[src/rtl/sequence_player.sv]
// sequence_player
// Plays back a colour sequence held in a synchronous ROM. When start is
// accepted in IDLE, the player walks ROM addresses 0..round. Each step fetches
// a code, shows it on the LEDs for ON_TICKS cycles and then blanks them for
// OFF_TICKS cycles. After the last step it pulses done for one cycle so the
// game controller can hand over to player input.
//
// Ports:
//   clk       system clock, rising edge
//   R         synchronous reset, active-low
//   start     one-cycle play request, only looked at in IDLE
//   round     index of the last step to play, latched on acceptance
//   rom_addr  registered address to the sequence ROM
//   rom_data  ROM output, valid one cycle after rom_addr changes
//   led       registered LED drive, 0 = all off
//   busy      high while a sequence is in flight, including the done cycle
//   done      one-cycle pulse when the sequence has finished
module sequence_player #(
  parameter int ADDR_W    = 4,
  parameter int DATA_W    = 4,
  parameter int ON_TICKS  = 50,
  parameter int OFF_TICKS = 25
) (
  input  logic              clk,
  input  logic              R,
  input  logic              start,
  input  logic [ADDR_W-1:0] round,
  output logic [ADDR_W-1:0] rom_addr,
  input  logic [DATA_W-1:0] rom_data,
  output logic [DATA_W-1:0] led,
  output logic              busy,
  output logic              done
);

  localparam logic [2:0] S_IDLE  = 3'd0;
  localparam logic [2:0] S_FETCH = 3'd1;
  localparam logic [2:0] S_WAIT  = 3'd2;
  localparam logic [2:0] S_SHOW  = 3'd3;
  localparam logic [2:0] S_GAP   = 3'd4;
  localparam logic [2:0] S_FIN   = 3'd5;

  // The tick counter runs from 0 to N-1, so the phase ends on the count N-1.
  localparam logic [9:0] ON_LAST  = 10'(ON_TICKS - 1);
  localparam logic [9:0] OFF_LAST = 10'(OFF_TICKS - 1);
  localparam logic [ADDR_W-1:0] ADDR_ONE = ADDR_W'(1);

  logic [2:0]        r_state;
  logic [ADDR_W-1:0] r_roundQ;
  logic [ADDR_W-1:0] r_romAddr;
  logic [DATA_W-1:0] r_led;
  logic [9:0]        r_tick;

  // Playback state machine. The ROM address register is also the step
  // index, so the ROM always sees the step being played. The last step is
  // detected by comparing that index with the latched round, which means the
  // index never runs past round and never wraps. The LEDs are written only
  // when SHOW is entered and when it is left, so they cannot glitch.
  always_ff @(posedge clk) begin
    if (!R) begin
      r_state   <= S_IDLE;
      r_roundQ  <= '0;
      r_romAddr <= '0;
      r_led     <= '0;
      r_tick    <= '0;
    end else begin
      case (r_state)
        S_IDLE: begin
          if (start) begin
            r_roundQ  <= round;
            r_romAddr <= '0;
            r_state   <= S_FETCH;
          end
        end
        // Address is stable this cycle; the ROM answers in the next one.
        S_FETCH: r_state <= S_WAIT;
        S_WAIT: begin
          r_led   <= rom_data;
          r_tick  <= '0;
          r_state <= S_SHOW;
        end
        S_SHOW: begin
          if (r_tick == ON_LAST) begin
            r_led   <= '0;
            r_tick  <= '0;
            r_state <= S_GAP;
          end else begin
            r_tick <= r_tick + 10'd1;
          end
        end
        S_GAP: begin
          if (r_tick == OFF_LAST) begin
            r_tick <= '0;
            if (r_romAddr == r_roundQ) begin
              r_state <= S_FIN;
            end else begin
              r_romAddr <= r_romAddr + ADDR_ONE;
              r_state   <= S_FETCH;
            end
          end else begin
            r_tick <= r_tick + 10'd1;
          end
        end
        S_FIN:   r_state <= S_IDLE;
        default: r_state <= S_IDLE;
      endcase
    end
  end

  assign rom_addr = r_romAddr;
  assign led      = r_led;
  assign busy     = (r_state != S_IDLE);
  assign done     = (r_state == S_FIN);

endmodule

[config.mk]
export PLATFORM = sky130hd
export DESIGN_NAME = sequence_player
export DESIGN_NICKNAME = d
export VERILOG_FILES = /design/src/rtl/sequence_player.sv
export SDC_FILE = /design/constraint.sdc
export NUM_CORES = 1
export LEC_CHECK = 0
export CAP_MARGIN = 20
export CORE_ASPECT_RATIO = 0.6
export CORE_MARGIN = 2
export CORE_UTILIZATION = 52
export CTS_CLUSTER_SIZE = 12
export DETAILED_ROUTE_END_ITERATION = 8
export PLACE_DENSITY = 0.86
export SYNTH_ARGS = -nofsm -noshare
export SYNTH_HDL_FRONTEND = slang
export SYNTH_SLANG_ARGS = --single-unit
[constraint.sdc]
create_clock -name clk -period 2.4 [get_ports clk]
set_input_delay 0.24 -clock clk [delete_from_list [all_inputs] [get_ports clk]]
set_output_delay 0.24 -clock clk [all_outputs]
set_load 0.03 [all_outputs]
==> flow_metrics.py <==
metrics = {
    "sta": {
        "totalNegativeSetupSlack_ns": 0,
        "timing_worst_slew_pin_value_ns": 0.5697,
        "max_slew_margin": 0.6167,
        "period_minus_slack_ns": 2.108,
        "period_utilization_post_route": 0.8783,
        "timing.final.setup_violations": 0,
        "timing.final.hold_violations": 0,
        "skew_ns": 0.006497,
        "worst_hold_slack_ns": 0.4815,
        "rsz0062_at_grt": "no",
        "max_freq_mhz": 474.4,
        "postLayoutSetupSlackWorst_ns": 0.2921,
        "timing.final.max_slew_violations": 0,
    },
    "critical_path": {
        "crit_required_ns": 2.53,
        "critical_path_sink_type": "flop",
        "crit-reg2reg-capture": "r_tick[6]",
        "regToRegStartpoint": "r_tick[6]",
        "ff2ff_path_depth": 4,
        "timing.critical_path.fanout_max": 10,
        "cp.arrival_ns": 2.24,
        "worstSetupEndpoint": "r_tick[6]",
        "critPathLaunchType": "flop",
        "cp-startpoint": "r_tick[6]",
        "worstSetupPathType": "flop to flop",
        "setup.reg_to_reg.worst_slack_ns": 0.29,
    },
    "drt": {
        "wire_per_inst_um": 17.27,
        "routed_wirelength_mm": 3.747,
        "via_count": 1368,
        "postRouteAntennaNets": 0,
        "mean_number_of_vias_per_cell": 6.304,
        "drcViolationCount": 0,
        "detailedRoute.firstPassIterationCount": 4,
        "detail_route.iter0.violations": 111,
    },
    "placement": {
        "place_hpwl_mm": 2.775,
        "gpl.final_weighted_congestion": 0.9143,
        "placement.cell_area_um2": 1677,
        "detailedPlace.worstSlack_ns": 0.3987,
        "port_buffers": 20,
    },
    "clock_network": {
        "holdBufCountCts": 0,
        "number_of_post_cts_setup_repair_buffers": 0,
        "cts_max_level": 1,
        "clkTransAtPathRegs_ns": 0.09,
        "clkSinkCount": 25,
        "cts_tree": "built",
        "ctsResizeCount": 0,
        "cts_inserted_buffers": 3,
        "root_buffer_selected_by_cts": "clkbuf_8",
        "clkLatencyLatePin_ns": 0.27,
        "clock_path_buffers": 2,
    },
    "die": {
        "design.core.area_um2": 2592,
        "initial_core_util": 0.5627,
        "floorplan.die_area_um2": 3259,
        "std_cell_rows": 14,
        "die-height_um": 45.03,
        "ios": 21,
        "die_w_um": 72.38,
    },
    "synthesis": {
        "yosysSeqAreaShare": 0.3431,
        "syn_avg_cell_area_um2": 8.633,
        "ys_ff_latch": 25,
        "synth_area_um2": 1459,
        "netlist_top_cells_count": "dfxtp_1, nand2_1, o211ai_1",
        "post-synth-top-count-cell": "dfxtp_1",
        "synth_largest_type_area_fraction": 0.3431,
        "async_flop_share": 0,
        "synth_area_leaders": "dfxtp_1, mux2i_1, nand2_1, o211ai_1, ha_1",
        "synth_enable_flop_cells": 0,
        "prevailing_post_synth_register_cell": "dfxtp_1",
        "synth_top_area_cell": "dfxtp_1",
        "postSynthNetCount": 184,
        "post_synth_num_cell_types": 49,
        "synth_cells": 169,
        "yosys_warnings": 0,
    },
    "pwr": {
        "max-vdd-ir-drop_mv": 0.4092,
        "leak_pwr_nw": 0.6273,
        "power-per-cell-area_nw_per_um2": 796.7,
    },
    "finish": {
        "num_antenna_cells": 0,
        "areaGrowthSynthToFinish_pct": 18.10,
        "nFillCells": 215,
        "post_route_cells_drive_above_1_share": 0.08108,
        "final_design_area_no_fill_um2": 1723,
        "nNetsFinal": 201,
    },
    "global_routing": {
        "globalRouteTotalUtil": 0.2388,
        "grt_antenna_before_repair": 0,
        "global_route_overflow": 0,
        "first_global_vias": 1214,
        "grt_start_max_net_pins": 15,
        "wire_length_of_the_first_global_routing_pass_mm": 5.892,
    },
    "outcome": {
        "status": "finished clean",
    },
    "hold_path": {
        "worstHoldPathType": "flop to flop",
        "hold-path-cell-count": 1,
    },
    "run": {
        "max-cap-violations": 0,
    },
}
==> cell type report <==
class	instances	area, µm²	share of cell area
flip-flops and latches	25	500.5	0.2905
repair buffers	25	237.7	0.1380
well taps	32	40.04	0.02324
clock inverters	1	5.005	0.002905
inverters	7	26.28	0.01525
multi-input cells	124	872.1	0.5062
clock buffers	3	41.29	0.02397
==> per-stage QoR <==
| step | power [mW] | instances | util |
|---|---|---|---|
| 3_3_place_gp | 1.087 | 213 | 0.6467 |
| 4_1_cts | 1.373 | 217 | 0.6646 |
| 2_1_floorplan | 0.9398 | 169 | - |
| 5_1_grt | 1.447 | 217 | 0.6646 |
| 6_report | 1.373 | 217 | 0.6646 |
| 3_5_place_dp | 1.116 | 213 | 0.6467 |
==> cells by family after synthesis <==
group,synth area share
AO/OA/AOI/OAI,0.1895
XOR/XNOR,0.02401
adder cells (fa/ha/maj),0.03431
buffers and inverters,0.05917
flip-flops,0.3431
multiplexers,0.04803
AND/OR/NAND/NOR,0.3019
==> registers in the layout, indices dropped and copies added, names as in the netlist <==
signal	flops
led	4
r_state	3
r_roundQ	4
r_tick	10
rom_addr	4
==> metal layers <==
layer	up-vias	track usage	share of wire
met5	-	0	0
met1	638	0.3320	0.46
met4	0	0.05185	0.0096
met3	6	0.06027	0.091
li1	660	-	-
met2	64	0.3817	0.44
==> cells in the final DEF (no fill, tap or decap), drive strengths merged, types with 3 or more instances in the layout <==
| cell type | instances |
|---|---|
| nand2 | 18 |
| xnor2 | 4 |
| ha | 4 |
| and4 | 3 |
| mux2i | 7 |
| inv | 7 |
| buf | 5 |
| o2111ai | 3 |
| a22o | 4 |
| nand3b | 4 |
| and3 | 4 |
| nor3 | 3 |
| nor3b | 3 |
| nand3 | 7 |
| clkbuf | 3 |
| o211ai | 9 |
| nor2 | 5 |
| dfxtp | 25 |
| clkdlybuf4s50 | 20 |
| o21ai | 5 |
| nor2b | 5 |
| nand4 | 4 |
==> how the worst min path moves through the flow <==
stage	start	end	slack [ns]
after global placement	led[1]	led[1]	0.46
after detailed placement	led[1]	led[1]	0.47
after CTS	led[1]	led[1]	0.49
final	led[1]	led[1]	0.48
after global routing	led[2]	led[2]	0.51
after floorplan	rom_data[0]	led[0]	0.37
==> where the power goes <==
group / switching [mW] / internal [mW] / total [mW]
clock network: 0.133 / 0.116 / 0.249
logic: 0.309 / 0.247 / 0.556
registers: 0.0948 / 0.473 / 0.568
total: 0.536 / 0.837 / 1.37
==> worst max-delay path, cell delays in order, from the launching register on <==
cell and delay, ns:
dfxtp_1 0.39, nor4_1 0.56, a31oi_2 0.35, o21ai_0 0.49, o211ai_1 0.18
No activity file was read; power rests on OpenSTA's default activity.
